### src/rtl/cpc_gate_array_if.sv
// Z80 I/O bus as seen by the CPC gate array: write strobe, address, data,
// interrupt acknowledge and the interrupt request back to the CPU.
interface cpc_gate_array_if;
  logic [15:0] addr;
  logic [7:0]  dout;
  logic        iowr;
  logic        intack;
  logic        irq;

  modport master (output addr, output dout, output iowr, output intack, input irq);
  modport slave  (input addr, input dout, input iowr, input intack, output irq);
endinterface

### src/rtl/cpc_gate_array.sv
// CPC gate array: pen/palette/border, ROM and mode config, CRTC register
// shadow and the 52-line raster interrupt with vsync resynchronisation.
module cpc_gate_array (
  input  logic                   clk,
  input  logic                   rstn,
  cpc_gate_array_if.slave        bus,
  input  logic                   hsyn,
  input  logic                   n64u,
  input  logic                   dvsyn,
  output logic [1:0]             mode,
  output logic [4:0]             border,
  output logic [3:0]             palix,
  output logic [4:0]             paldat,
  output logic                   palwr,
  output logic [5:0]             hmax,
  output logic [4:0]             vmax,
  output logic [15:0]            ma,
  output logic                   lromdis,
  output logic                   uromdis
);

  function automatic logic [5:0] sat_hmax(input logic [7:0] v);
    return (v > 8'd40) ? 6'd40 : v[5:0];
  endfunction

  function automatic logic [4:0] sat_vmax(input logic [7:0] v);
    return (v > 8'd30) ? 5'd30 : v[4:0];
  endfunction

  logic [1:0]  mode_q, mode_d, pend_mode_q, pend_mode_d;
  logic [4:0]  border_q, border_d, paldat_q, paldat_d, crtc_idx_q, crtc_idx_d;
  logic [3:0]  pen_q, pen_d, palix_q, palix_d;
  logic        border_sel_q, border_sel_d, palwr_q, palwr_d;
  logic [5:0]  hmax_q, hmax_d, cnt_q, cnt_d;
  logic [4:0]  vmax_q, vmax_d;
  logic [15:0] ma_q, ma_d;
  logic        lromdis_q, lromdis_d, uromdis_q, uromdis_d, irq_q, irq_d;
  logic        vs_arm_q, vs_arm_d, vs_line_q, vs_line_d;
  logic        hsyn_q, hsyn_d, dvsyn_q, dvsyn_d;
  logic        ga_wr, crtc_wr, irq_set, vs_fire, unused_bits;

  assign unused_bits = ^{bus.addr[13:10], bus.addr[7:0]};

  always_comb begin
    ga_wr        = bus.iowr & (bus.addr[15:14] == 2'b01);
    crtc_wr      = bus.iowr & ~bus.addr[14];
    irq_set      = 1'b0;
    vs_fire      = 1'b0;
    mode_d       = mode_q;
    pend_mode_d  = pend_mode_q;
    border_d     = border_q;
    border_sel_d = border_sel_q;
    pen_d        = pen_q;
    palix_d      = palix_q;
    paldat_d     = paldat_q;
    palwr_d      = 1'b0;
    hmax_d       = hmax_q;
    vmax_d       = vmax_q;
    ma_d         = ma_q;
    crtc_idx_d   = crtc_idx_q;
    lromdis_d    = lromdis_q;
    uromdis_d    = uromdis_q;
    irq_d        = irq_q;
    cnt_d        = cnt_q;
    vs_arm_d     = vs_arm_q;
    vs_line_d    = vs_line_q;
    hsyn_d       = hsyn;
    dvsyn_d      = dvsyn;

    if (ga_wr) begin
      case (bus.dout[7:6])
        2'b00: begin
          if (bus.dout[4]) begin
            border_sel_d = 1'b1;
          end else begin
            pen_d        = bus.dout[3:0];
            border_sel_d = 1'b0;
          end
        end
        2'b01: begin
          if (border_sel_q) begin
            border_d = bus.dout[4:0];
          end else begin
            palix_d  = pen_q;
            paldat_d = bus.dout[4:0];
            palwr_d  = 1'b1;
          end
        end
        2'b10: begin
          lromdis_d   = bus.dout[2];
          uromdis_d   = bus.dout[3];
          pend_mode_d = bus.dout[1:0];
        end
        default: ;
      endcase
    end

    // Mode only switches at the start of a line so a frame never mixes modes mid-line.
    if (hsyn_q & ~hsyn) mode_d = pend_mode_q;

    if (crtc_wr && bus.addr[9:8] == 2'b00) begin
      crtc_idx_d = bus.dout[4:0];
    end else if (crtc_wr && bus.addr[9:8] == 2'b01) begin
      case (crtc_idx_q)
        5'd1:    hmax_d      = sat_hmax(bus.dout);
        5'd6:    vmax_d      = sat_vmax(bus.dout);
        5'd12:   ma_d[15:8]  = bus.dout;
        5'd13:   ma_d[7:0]   = bus.dout;
        default: ;
      endcase
    end

    // A fresh vsync edge restarts the two-line delay; that cycle's line pulse is not counted.
    if (dvsyn & ~dvsyn_q) begin
      vs_arm_d  = 1'b1;
      vs_line_d = 1'b0;
    end else if (n64u & vs_arm_q) begin
      if (vs_line_q) begin
        vs_fire   = 1'b1;
        vs_arm_d  = 1'b0;
        vs_line_d = 1'b0;
      end else begin
        vs_line_d = 1'b1;
      end
    end

    if (n64u) begin
      cnt_d   = (cnt_q == 6'd51 || vs_fire) ? 6'd0 : cnt_q + 6'd1;
      irq_set = (cnt_q == 6'd51) | (vs_fire & cnt_q[5]);
    end
    if (irq_set) irq_d = 1'b1;

    if (bus.intack) begin
      cnt_d[5] = 1'b0;
      if (!irq_set) irq_d = 1'b0;
    end

    if (ga_wr && bus.dout[7:6] == 2'b10 && bus.dout[4]) begin
      cnt_d     = 6'd0;
      irq_d     = 1'b0;
      vs_arm_d  = 1'b0;
      vs_line_d = 1'b0;
    end
  end

  always_ff @(posedge clk or negedge rstn) begin
    if (!rstn) begin
      mode_q       <= 2'd1;
      pend_mode_q  <= 2'd1;
      border_q     <= 5'd20;
      border_sel_q <= 1'b0;
      pen_q        <= 4'd0;
      palix_q      <= 4'd0;
      paldat_q     <= 5'd0;
      palwr_q      <= 1'b0;
      hmax_q       <= 6'd40;
      vmax_q       <= 5'd25;
      ma_q         <= 16'h3000;
      crtc_idx_q   <= 5'd0;
      lromdis_q    <= 1'b0;
      uromdis_q    <= 1'b0;
      irq_q        <= 1'b0;
      cnt_q        <= 6'd0;
      vs_arm_q     <= 1'b0;
      vs_line_q    <= 1'b0;
      hsyn_q       <= 1'b1;
      dvsyn_q      <= 1'b0;
    end else begin
      mode_q       <= mode_d;
      pend_mode_q  <= pend_mode_d;
      border_q     <= border_d;
      border_sel_q <= border_sel_d;
      pen_q        <= pen_d;
      palix_q      <= palix_d;
      paldat_q     <= paldat_d;
      palwr_q      <= palwr_d;
      hmax_q       <= hmax_d;
      vmax_q       <= vmax_d;
      ma_q         <= ma_d;
      crtc_idx_q   <= crtc_idx_d;
      lromdis_q    <= lromdis_d;
      uromdis_q    <= uromdis_d;
      irq_q        <= irq_d;
      cnt_q        <= cnt_d;
      vs_arm_q     <= vs_arm_d;
      vs_line_q    <= vs_line_d;
      hsyn_q       <= hsyn_d;
      dvsyn_q      <= dvsyn_d;
    end
  end

  assign mode    = mode_q;
  assign border  = border_q;
  assign palix   = palix_q;
  assign paldat  = paldat_q;
  assign palwr   = palwr_q;
  assign hmax    = hmax_q;
  assign vmax    = vmax_q;
  assign ma      = ma_q;
  assign lromdis = lromdis_q;
  assign uromdis = uromdis_q;
  assign bus.irq = irq_q;

endmodule

### src/flat_wrapper.sv
// flat-port wrapper written by rule: the top's interface ports become plain ports
module cpc_gate_array_flat 
  (clk, rstn, hsyn, n64u, dvsyn, mode, border, palix, paldat, palwr, hmax, vmax, ma, lromdis, uromdis, bus_addr, bus_dout, bus_iowr, bus_intack, bus_irq);
  cpc_gate_array_if bus_i ();
  input  logic clk;
  input  logic rstn;
  input  logic hsyn;
  input  logic n64u;
  input  logic dvsyn;
  output logic [1:0] mode;
  output logic [4:0] border;
  output logic [3:0] palix;
  output logic [4:0] paldat;
  output logic palwr;
  output logic [5:0] hmax;
  output logic [4:0] vmax;
  output logic [15:0] ma;
  output logic lromdis;
  output logic uromdis;
  input wire logic [$bits(bus_i.addr)-1:0] bus_addr;
  input wire logic [$bits(bus_i.dout)-1:0] bus_dout;
  input wire logic [$bits(bus_i.iowr)-1:0] bus_iowr;
  input wire logic [$bits(bus_i.intack)-1:0] bus_intack;
  output wire logic [$bits(bus_i.irq)-1:0] bus_irq;
  assign bus_i.addr = bus_addr;
  assign bus_i.dout = bus_dout;
  assign bus_i.iowr = bus_iowr;
  assign bus_i.intack = bus_intack;
  assign bus_irq = bus_i.irq;
  cpc_gate_array u_core (.clk(clk), .rstn(rstn), .bus(bus_i), .hsyn(hsyn), .n64u(n64u), .dvsyn(dvsyn), .mode(mode), .border(border), .palix(palix), .paldat(paldat), .palwr(palwr), .hmax(hmax), .vmax(vmax), .ma(ma), .lromdis(lromdis), .uromdis(uromdis));
endmodule
### config.mk
export PLATFORM = sky130hd
export DESIGN_NAME = cpc_gate_array_flat
export DESIGN_NICKNAME = d
export VERILOG_FILES = /design/src/rtl/cpc_gate_array_if.sv /design/src/rtl/cpc_gate_array.sv /design/src/flat_wrapper.sv
export SDC_FILE = /design/constraint.sdc
export NUM_CORES = 1
export LEC_CHECK = 0
export ABC_CLOCK_PERIOD_IN_PS = 2250
export CAP_MARGIN = 20
export CORE_MARGIN = 2
export CORE_UTILIZATION = 48
export DETAILED_ROUTE_END_ITERATION = 10
export PLACE_DENSITY = 0.8
export RECOVER_POWER = 100
export SLEW_MARGIN = 20
export SYNTH_ARGS = -nofsm -noshare
export SYNTH_HDL_FRONTEND = slang
export SYNTH_SLANG_ARGS = --single-unit
### constraint.sdc
create_clock -name clk -period 2.25 [get_ports clk]
set_input_delay 0.45 -clock clk [delete_from_list [all_inputs] [get_ports clk]]
set_output_delay 0.45 -clock clk [all_outputs]
set_load 0.005 [all_outputs]
# Word-level counts from Yosys, hierarchy flattened
# Index checks and enable logic that the tools add are counted.
[word_totals]
regBits = 69
output_inout_bits = 47
word_cells = 94
[classes]
add_sub_neg = 1
magnitude_cmp = 2
n_eq_ne = 9
n_mux = 26
n_bitwise = 13
n_reduce_logical = 21
[op_table]
columns = ["operator", "count"]
rows = [
  ["two-way mux 6 bit", 4],
  ["two-way mux 1 bit", 21],
  ["AND reduction 3 bit", 7],
  ["equality test 5 x 4 -> 1 bit (second input constant)", 2],
  ["nonzero test 3 bit", 3],
  ["> comparator 8 x 5 -> 1 bit (second input constant)", 1],
  ["> comparator 8 x 6 -> 1 bit (second input constant)", 1],
  ["adder 6 x 1 -> 6 bit (second input constant)", 1],
  ["AND 1 bit", 6],
  ["equality test 2 x 1 -> 1 bit (second input constant)", 3],
  ["equality test 6 bit (second input constant)", 1],
  ["NOT 1 bit", 6],
  ["AND reduction 2 bit", 3],
  ["equality test 5 x 1 -> 1 bit (second input constant)", 1],
  ["equality test 5 x 3 -> 1 bit (second input constant)", 1],
  ["two-way mux 5 bit", 1],
  ["logical AND 1 bit", 4],
  ["zero test 2 bit", 2],
  ["equality test 2 bit (second input constant)", 1],
  ["nonzero test 2 bit", 1],
  ["logical OR 1 bit", 1],
  ["OR 1 bit", 1],
]

# Depth between registers and ports, before layout
# Gate-level depths: netlist (run 1).
[depth]
word_depth = 10
depth_mapped = 5
mapped_depth_nobuf = 5

# Worst setup path before layout (run 1)
# No wires, ideal clock.
[synth_timing]
path_type = "input to register"
from = "input bus_addr[14]"
to = "register u_core.ma_q[10] (netlist: u_core.ma[10])"
setup_time_ps = 125
t_arrival_ps = 1820
slack_ps = 305
stages = 4
path_buffers = 1
cell_sequence = "or3b_4 > or4_4 > buf_6 > mux2_4"
[synth_via]
elab_chain_len = 5
elab_cells_between_ends = 6
cone_classes = "bitwise (3); reduce/logical (3)"
[synth_rtl]
columns = ["item", "line", "text"]
rows = [
  ["from (decl)", "flat_wrapper.sv:20", "input wire logic [$bits(bus_i.addr)-1:0] bus_addr;"],
  ["NOT 1 bit (*)", "cpc_gate_array.sv:46", "crtc_wr = bus.iowr & ~bus.addr[14];"],
  ["AND 1 bit (*)", "cpc_gate_array.sv:46", ""],
  ["logical AND 1 bit", "cpc_gate_array.sv:101", "if (crtc_wr && bus.addr[9:8] == 2'b00) begin"],
  ["NOT 1 bit (no source line)", "n/a", ""],
  ["AND reduction 3 bit (no source line) (*)", "n/a", ""],
  ["to (signal assigned)", "cpc_gate_array.sv:179", "ma_q <= ma_d;"],
  ["to (decl)", "cpc_gate_array.sv:36", "logic [15:0] ma_q, ma_d;"],
]
# Every way passes the cells marked *; elsewhere a longest branch is shown, timed or not.
# A chain may end at the register's enable or synchronous reset.

# Worst setup path after layout (run 1)
[layout_timing]
from = "input bus_iowr"
to = "register u_core.ma_q[14] (netlist: u_core.ma[14])"
[layout_via]
elab_chain_len = 4
elab_cells_between_ends = 5
cone_classes = "bitwise (2); reduce/logical (3)"
[layout_rtl]
columns = ["item", "line", "text"]
rows = [
  ["from (decl)", "flat_wrapper.sv:22", "input wire logic [$bits(bus_i.iowr)-1:0] bus_iowr;"],
  ["AND 1 bit (*)", "cpc_gate_array.sv:46", ""],
  ["logical AND 1 bit", "cpc_gate_array.sv:101", ""],
  ["NOT 1 bit (no source line)", "n/a", ""],
  ["AND reduction 3 bit (no source line) (*)", "n/a", ""],
]
# Marks and branches as above.

==> flow_summary.json, run 1 <==
{
  "outcome": "complete, but fails checks",
  "violations": "capacitance limit, slew limit",
  "synth_top_area_cell": "dfrtp_1",
  "cts_hold_buffers": 0,
  "synthFlopType": "dfrtp_1",
  "ant_nets": 0,
  "die_area_um2": 6759,
  "post_dp_cell_area_um2": 3732,
  "grt_pass1_wl_um": 10160,
  "drive_gt1_share_pct": 25.81,
  "max_slew_margin_pct": -9.854,
  "placedCellCount": 369,
  "drt_wl_total_um": 6279,
  "maxCapViolations": 1,
  "finalHoldViolCount": 0,
  "synth_area_per_cell_um2": 12.77,
  "cts_buffer_depth": 2,
  "synth.distinct_cells": 41,
  "wl_per_cell_um": 16.31,
  "dp_hpwl_um": 4344,
  "layout.nets": 337,
  "critPathSlowestCell": "or4_4",
  "fin_crit_ps": 2078,
  "dr_wl_met3_um": 368,
  "worst_pin_slew_ps": 1648,
  "vias": 2065,
  "crit_type": "primary input to flip-flop",
  "synth_top_area_share_pct": 48.57,
  "power_leakage_nw": 1.828,
  "clk_latency_ps": 340,
  "crit_buf_inv": 1,
  "critPathArrivalTime_ps": 2300,
  "fill_cells": 442,
  "start_kind": "primary input",
  "io_pins": 78,
  "setup_viol": 0,
  "yosys_register_bits": 69,
  "ys_seq_area_share_pct": 59.31,
  "cts.sinks": 69,
  "first_pass_iters": 4,
  "grt_max_degree": 70,
  "cts_tree": "done",
  "synth_edf_count": 0,
  "met2_length_um": 3113,
  "syn_area_um2": 2937,
  "antenna_found_initial": 0,
  "peakVddDrop_mv": 0.5682,
  "num_rows": 28,
  "cts_resized": 0,
  "critPathCaptureType": "flip-flop",
  "port-buffer-count": 65,
  "grt-ovfl-total": 0,
  "syn_inst": 230,
  "final_area_um2": 3921,
  "slowest_delay_ps": 620,
  "yosysWarnings": 0,
  "drv_slew": 70,
  "diodes": 0,
  "drt_iter0_markers": 167,
  "period_share_pct": 92.34,
  "fin_cells": 385,
  "netlist_top_cells_area": "dfrtp_1 49%, mux2_2 15%, dfstp_2 11%, mux2_4 4.1%, nand2_1 3.5%",
  "htree_levels": 3,
  "fp.dieW_um": 82.22,
  "crit_required_ps": 2470,
  "rsz0062_at_grt": "false",
  "area_growth_pct": 33.53,
  "async_reset_ff_share_pct": 100.0,
  "crit_chain": "clkdlybuf4s50_1 > or3b_1 > or4_4 > mux2_1",
  "avgViaCountPerCell": 5.364,
  "dieHeight_um": 82.22,
  "critPathMaxFanout": 8,
  "min_path_type": "flip-flop to flip-flop",
  "gp_congestion": 0.9151,
  "post_cts_buffers": 0,
  "syn-num-nets": 262,
  "start_util_pct": 49.60,
  "coreArea_um2": 5921,
  "drt-met1-wl_um": 2746,
  "highest-signal-layer": "met4",
  "grt_pass1_vias": 2070,
  "placement.setup.worst_slack_ps": -177.5,
  "drc": 0,
  "cts_made_buffers": 9,
  "clock_skew_ps": 3.869,
  "crit_family": "simple AND/OR/NAND/NOR gates",
  "track_usage_pct": 20.49,
  "path_clk_slew_ps": 70,
  "cts_root_buf": "clkbuf_8",
  "clock.fmax_ghz": 0.4813,
  "p_per_area_nw_per_um2": 909.5,
  "finalWorstSetupSlack_ps": 172.4
}
-- power by group --
part	switching (mW)	internal [mW]	leakage [nW]
registers	0.169	1.50	0.870
logic	0.257	0.407	0.839
clock network	0.470	0.764	0.119
-- kinds of logic (layout without fill, tap and decap cells) --
kind of cell,Yosys count,count (layout),synth area share [%]
simple gates,72,72,13.72
flops,69,69,59.31
mux,46,46,18.66
compound gates,22,22,4.389
buf+inv,16,96,2.301
xor+xnor,4,4,1.193
fa+ha+maj,1,1,0.4260
-- cell usage after synthesis, drive strengths merged, types with 2 or more instances --
| master | n |
|---|---|
| clkbuf | 11 |
| or3b | 2 |
| nor4 | 5 |
| and3 | 3 |
| mux2 | 46 |
| dfstp | 12 |
| o21ai | 12 |
| a21oi | 3 |
| inv | 2 |
| nand4 | 5 |
| xor2 | 3 |
| nand3 | 5 |
| or3 | 3 |
| dfrtp | 57 |
| nor2 | 5 |
| nand2b | 2 |
| nor3 | 4 |
| or4 | 3 |
| buf | 3 |
| nand2 | 27 |
| nand3b | 2 |
-- state kept, by name (all words and copies together) (netlist names), 2 cells and up --
name,cells
u_core.pend_mode_q,2
u_core.paldat,5
u_core.vmax,5
u_core.border,5
u_core.hmax,6
u_core.mode,2
u_core.pen_q,4
u_core.ma,16
u_core.palix,4
u_core.cnt_q,6
u_core.crtc_idx_q,5
-- metal layers --
| metal | global-route usage [%] | vias to the layer above |
|---|---|---|
| met3 | 6.522 | 4 |
| met2 | 31.53 | 58 |
| li1 | - | 969 |
| met5 | 0 | - |
| met1 | 27.54 | 1034 |
| met4 | 7.000 | 0 |
-- through the flow --
step                      power [mW]  hold slack (ps)  TNS [ps]  utilization (%)
after detailed placement       2.439            474.6     -3263            63.04
after CTS                      3.686            120.0         0            67.22
after floorplan                1.987            154.4         0                -
final                          3.566            476.6         0            66.23
after global routing           3.765            513.3         0            66.23
after global placement         2.403            469.6     -2682            63.04
-- layout make-up --
cell class                      instances  area [um2]  area share [%]
Clock buffer                           10       137.6           3.510
Timing Repair Buffer                   78       729.5           18.60
Tap cell                               75       93.84           2.393
Inverter                                2       7.507          0.1914
Sequential cell                        69        1742           44.42
Clock inverter                          6       110.1           2.808
Multi-Input combinational cell        145        1101           28.08
-- worst reg2reg max path, stage by stage, from the launching register on --
cell,delay [ps]
dfrtp_1,400
or3b_1,410
or4_4,570
mux2_1,340
-- final timing paths --
kind | startpoint | end | slack, ps | depth (start not counted)
max | bus_iowr | u_core.ma[14] | 170 | 4
min | u_core.hmax[4] | u_core.hmax[4] | 480 | 2
max reg2reg | u_core.crtc_idx_q[0] | u_core.ma[14] | 410 | 3
min reg2reg | u_core.hmax[4] | u_core.hmax[4] | 480 | 2
max in group asynchronous | rstn | u_core.cnt_q[3] | 650 | 2
min in group asynchronous | rstn | u_core.hmax[4] | 610 | 2
-- cells in the final DEF (no fill, tap or decap), types with 4 or more instances in the layout --
cell	instances
nor3_1	4
buf_4	9
clkdlybuf4s50_1	16
nand2_1	27
nand3_1	5
nor2_1	5
nor4_1	4
dfstp_2	11
clkbuf_8	10
mux2_2	38
mux2_1	8
nand4_1	5
o21ai_0	12
dfrtp_1	57
dlygate4sd3_1	48
Note: power is estimated with default switching activity, not from simulation.
==> inputs of run 2 (changes only) <==
- ABC_CLOCK_PERIOD_IN_PS: 2250 -> 2580
- CORE_UTILIZATION: 48 -> 52
- PLACE_DENSITY: 0.8 -> 0.86
- clock period: 2.25 -> 2.58 ns (I/O delays scaled with it)
==> run 2 against run 1 <==
The flow still finishes with violations (capacitance limit, slew limit). Register-to-register slack better by 330 ps. Highest routed layer unchanged. Worst hold slack better by 3.3 ps. Critical path depth stayed put.
==> flow_summary.json, run 2 (synthesis gave the netlist of run 1 again) <==
{
  "outcome": "complete, but fails checks",
  "violations": "capacitance limit, slew limit",
  "critPathArrivalTime_ps": 2510,
  "dieHeight_um": 79.15,
  "timing.rr.start": "u_core.crtc_idx_q[0]",
  "peakVddDrop_mv": 0.3796,
  "largest_reg_flops": 16,
  "grt-ovfl-total": 0,
  "reg2reg_slack_ps": 740,
  "cts_root_buf": "clkbuf_8",
  "path_clk_slew_ps": 80,
  "p_per_area_nw_per_um2": 729.1,
  "min_path_type": "flip-flop to flip-flop",
  "antenna_found_initial": 0,
  "setup_viol": 0,
  "gp_congestion": 0.8772,
  "cts_made_buffers": 9,
  "avgViaCountPerCell": 5.462,
  "drv_slew": 70,
  "ant_nets": 0,
  "crit_type": "primary input to flip-flop",
  "utilization_pct": 69.46,
  "slowest_delay_ps": 620,
  "drt_iter0_markers": 150,
  "vias": 2059,
  "final_cell_mix": "57 x dfrtp_1, 50 x dlygate4sd3_1, 38 x mux2_2",
  "placedCellCount": 361,
  "fin_setup_tns_ps": 0,
  "crit_buf_inv": 1,
  "start_util_pct": 53.66,
  "grt_pass1_vias": 2052,
  "io_pins": 78,
  "r2r_end": "u_core.ma[8]",
  "fin_crit_ps": 2294,
  "max_slew_margin_pct": -9.732,
  "drt_wl_total_um": 6085,
  "crit_chain": "dlygate4sd3_1 > or3b_1 > or4_4 > mux2_1",
  "finalHoldViolCount": 0,
  "layout.nets": 332,
  "die_area_um2": 6265,
  "placement.setup.worst_slack_ps": 64.35,
  "met1_usage_pct": 28.74,
  "coreArea_um2": 5473,
  "clk_latency_ps": 340,
  "dp_hpwl_um": 4299,
  "area_growth_pct": 29.44,
  "crit_required_ps": 2790,
  "post_cts_buffers": 0,
  "critPathCaptureType": "flip-flop",
  "num_rows": 27,
  "first_pass_iters": 4,
  "fin_cells": 377,
  "htree_levels": 3,
  "worst_pin_slew_ps": 1646,
  "cp.depth": 4,
  "start_kind": "primary input",
  "holdPathStages": 2,
  "cp-startpoint": "bus_addr[14]",
  "drc": 0,
  "track_usage_pct": 21.45,
  "fill_cells": 397,
  "clock_skew_ps": 8.740,
  "worstHoldStart": "u_core.hmax[5]",
  "finalWorstSetupSlack_ps": 285.9,
  "busiest_layer": "met2",
  "period_share_pct": 88.92,
  "cts_resized": 0,
  "maxCapViolations": 1,
  "power_leakage_nw": 1.778,
  "globalRouteMet3Util_pct": 6.023,
  "cts_tree": "done",
  "grt_max_degree": 70,
  "wl_per_cell_um": 16.14,
  "crit_family": "simple AND/OR/NAND/NOR gates",
  "cts_hold_buffers": 0,
  "clock.fmax_ghz": 0.4359,
  "critPathSlowestCell": "or4_4",
  "grt_pass1_wl_um": 10220,
  "cts_buffer_depth": 2,
  "fp.dieW_um": 79.15,
  "critPathMaxFanout": 8,
  "cp-endpoint": "u_core.ma[8]",
  "port-buffer-count": 65,
  "grt.met2_usage_pct": 33.05,
  "diodes": 0,
  "layout_commonest_cell": "dfrtp_1",
  "cts.sinks": 69,
  "rsz0062_at_grt": "false",
  "drive_gt1_share_pct": 24.59,
  "r2r_cells": 3
}
[run 2: final cells by class]
type	instances	area [um2]	share of cell area [%]
inverters	2	7.507	0.1975
flip-flops and latches	69	1742	45.82
multi-input cells	145	1099	28.90
well taps	72	90.09	2.370
clock inverters	6	40.04	1.053
repair buffers	73	695.7	18.30
clock buffers	10	127.6	3.357
[run 2: stage by stage]
step                hold slack (ps)  total power [mW]  instance area [um2]
floorplan                     220.4             1.733                 2937
global placement              470.0             2.087                 3691
detailed placement            474.0             2.122                 3691
CTS                           196.3             2.870                 3859
global route                  498.8             2.939                 3801
finish                        479.8             2.772                 3801
[run 2: worst min path at each step]
stage,end,slack [ps]
floorplan,u_core.border[0],220
global placement,u_core.hmax[4],470
detailed placement,u_core.hmax[5],470
CTS,u_core.hmax[0],200
global route,u_core.vmax[4],500
finish,u_core.hmax[5],480
[run 2: layer usage]
| metal | up-vias | part of all wire, % |
|---|---|---|
| li1 | 966 | - |
| met1 | 1020 | 44 |
| met2 | 62 | 50 |
| met3 | 11 | 5.1 |
| met4 | 0 | 1.6 |
| met5 | - | 0 |
[run 2: worst min-delay path: cells and delay by family (launching register included)]
| family | cells | cell delay, ps |
|---|---|---|
| flops | 1 | 370 |
| compound gates | 1 | 60 |
| simple gates | 1 | 40 |
[run 2: report_power, final]
part           internal [mW]  switching (mW)
clock network          0.347           0.396
registers               1.31           0.144
logic                  0.354           0.225
==> inputs of run 3 (changes only) <==
- ABC_CLOCK_PERIOD_IN_PS: 2580 -> 2350
- CORE_UTILIZATION: 52 -> 48
- PLACE_DENSITY: 0.86 -> 0.8
- clock period: 2.58 -> 2.35 ns (I/O delays scaled with it)
==> run 3 against run 2 <==
Highest routed layer unchanged. Final cell count increased by 1.9%. The run still ends with capacitance limit, slew limit left. Total power increased by 16%. Routed wire length increased by 1.7%. Critical path type unchanged. Non-clock buffer count increased by 4. Clock skew decreased by 4.8 ps. Critical endpoint is now u_core.ma[14]. Via count increased by 1.7%.
==> flow_summary.json, run 3 (synthesis gave the netlist of run 1 again) <==
{
  "htree_levels": 3,
  "max_slew_margin_pct": -9.244,
  "crit_required_ps": 2570,
  "track_usage_pct": 20.19,
  "dp_hpwl_um": 4270,
  "grt_pass1_wl_um": 9894,
  "critPathArrivalTime_ps": 2390,
  "crit_buf_inv": 1,
  "p_sw_uw": 852.2,
  "drt_wl_total_um": 6188,
  "drive_gt1_share_pct": 26.54,
  "setup_viol": 0,
  "wl_per_cell_um": 16.11,
  "first_pass_iters": 4,
  "crit_family": "simple AND/OR/NAND/NOR gates",
  "maxCapViolations": 1,
  "critPathMaxFanout": 8,
  "slowest_delay_ps": 600,
  "period_share_pct": 92.29,
  "layout_commonest_cell": "dfrtp_1",
  "diodes": 0,
  "crit_type": "primary input to flip-flop",
  "power.share.switching_pct": 26.40,
  "reg2reg_slack_ps": 520,
  "area_growth_pct": 32.08,
  "peakVddDrop_mv": 0.4939,
  "die_area_um2": 6759,
  "worst_pin_slew_ps": 1639,
  "p_seq_share_pct": 49.3,
  "utilization_pct": 65.51,
  "multiInputGateArea_um2": 1097,
  "p_int_mw": 2.376,
  "start_util_pct": 49.60,
  "grt_max_degree": 70,
  "combPwrFrac_pct": 19.6,
  "cts_resized": 0,
  "timing.rr.start": "u_core.crtc_idx_q[0]",
  "cts_buffer_depth": 2,
  "cts_root_buf": "clkbuf_8",
  "fp.dieW_um": 82.22,
  "grt_pass1_vias": 1982,
  "rsz0062_at_grt": "false",
  "grt-ovfl-total": 0,
  "cts_tree": "done",
  "r2r_cells": 3,
  "avgViaCountPerCell": 5.453,
  "io_pins": 78,
  "port-buffer-count": 65,
  "r2r_end": "u_core.ma[14]",
  "critPathSlowestCell": "or4_4",
  "power_leakage_nw": 1.824,
  "cp-startpoint": "bus_addr[14]",
  "cp-endpoint": "u_core.ma[14]",
  "cts_hold_buffers": 0,
  "holdWs_ps": 484.4,
  "drt_iter0_markers": 108,
  "grt.met2_usage_pct": 30.08,
  "clock.fmax_ghz": 0.4611,
  "critPathCaptureType": "flip-flop",
  "crit_chain": "dlygate4sd3_1 > or3b_4 > or4_4 > mux2_1",
  "dieHeight_um": 82.22,
  "path_clk_slew_ps": 70,
  "vias": 2094,
  "finalHoldViolCount": 0,
  "globalRouteMet3Util_pct": 5.217,
  "outcome": "complete, but fails checks",
  "final_cell_mix": "57 x dfrtp_1, 50 x dlygate4sd3_1, 38 x mux2_2",
  "layout.nets": 336,
  "cts.sinks": 69,
  "num_rows": 28,
  "cp.depth": 4,
  "clock_skew_ps": 3.922,
  "p_per_area_nw_per_um2": 832.2,
  "cts_made_buffers": 9,
  "busiest_layer": "met2",
  "drc": 0,
  "pwr-share-clk_pct": 31.0,
  "gp_congestion": 0.8927,
  "min_path_type": "flip-flop to flip-flop",
  "antenna_found_initial": 0,
  "met1_usage_pct": 27.67,
  "coreArea_um2": 5921,
  "start_kind": "primary input",
  "post_cts_buffers": 0,
  "violations": "capacitance limit, slew limit",
  "ant_nets": 0,
  "largest_reg_flops": 16,
  "drv_slew": 70,
  "seq_area_um2": 1742,
  "fin_crit_ps": 2169,
  "fill_cells": 448,
  "clk_latency_ps": 340
}
## run 3: per-layer routing
layer / wire length (um) / vias to the layer above
met1: 2746 / 1042
met5: 0 / -
li1: - / 974
met2: 2998 / 69
met3: 341 / 9
met4: 103 / 0
## run 3: through the flow
step                std cells  setup slack [ps]  setup TNS (ps)  cell area, um2  power [mW]
CTS                       384             261.0               0            3934       3.334
finish                    384             181.2               0            3879       3.228
global placement          368            -68.78          -936.8            3725       2.299
floorplan                 230             384.6               0            2937       1.903
detailed placement        368            -107.4           -1459            3725       2.327
global route              384             110.7               0            3879       3.414
## run 3: how the worst min path moves through the flow
stage | slack, ps | startpoint | cells after the start | endpoint
5_1_grt | 500 | u_core.vmax[4] | 2 | u_core.vmax[4]
2_1_floorplan | 170 | rstn | 0 | u_core.border[0]
6_report | 480 | u_core.vmax[4] | 2 | u_core.vmax[4]
4_1_cts | 150 | rstn | 2 | u_core.ma[15]
3_5_place_dp | 470 | u_core.hmax[2] | 2 | u_core.hmax[2]
3_3_place_gp | 470 | u_core.vmax[3] | 2 | u_core.vmax[3]
## run 3: layout make-up
class	count	share of cell area, %
Clock buffer	11	3.903
Inverter	2	0.1935
Sequential cell	69	44.90
Timing Repair Buffer	77	18.81
Multi-Input combinational cell	145	28.29
Clock inverter	5	1.484
Tap cell	75	2.419
## run 3: power groups by stage
| stage | clock network [mW] | registers (mW) | logic [mW] |
|---|---|---|---|
| after floorplan | 0 | 1.60 | 0.305 |
| after global placement | 0 | 1.61 | 0.686 |
| after detailed placement | 0 | 1.62 | 0.706 |
| after CTS | 1.02 | 1.60 | 0.714 |
| after global routing | 1.08 | 1.63 | 0.703 |
| final | 1.00 | 1.59 | 0.634 |
## run 3: worst min-delay path, stage by stage (launching register included)
cell and delay, ps:
dfstp_2 370, nand2_1 40, o21ai_0 70
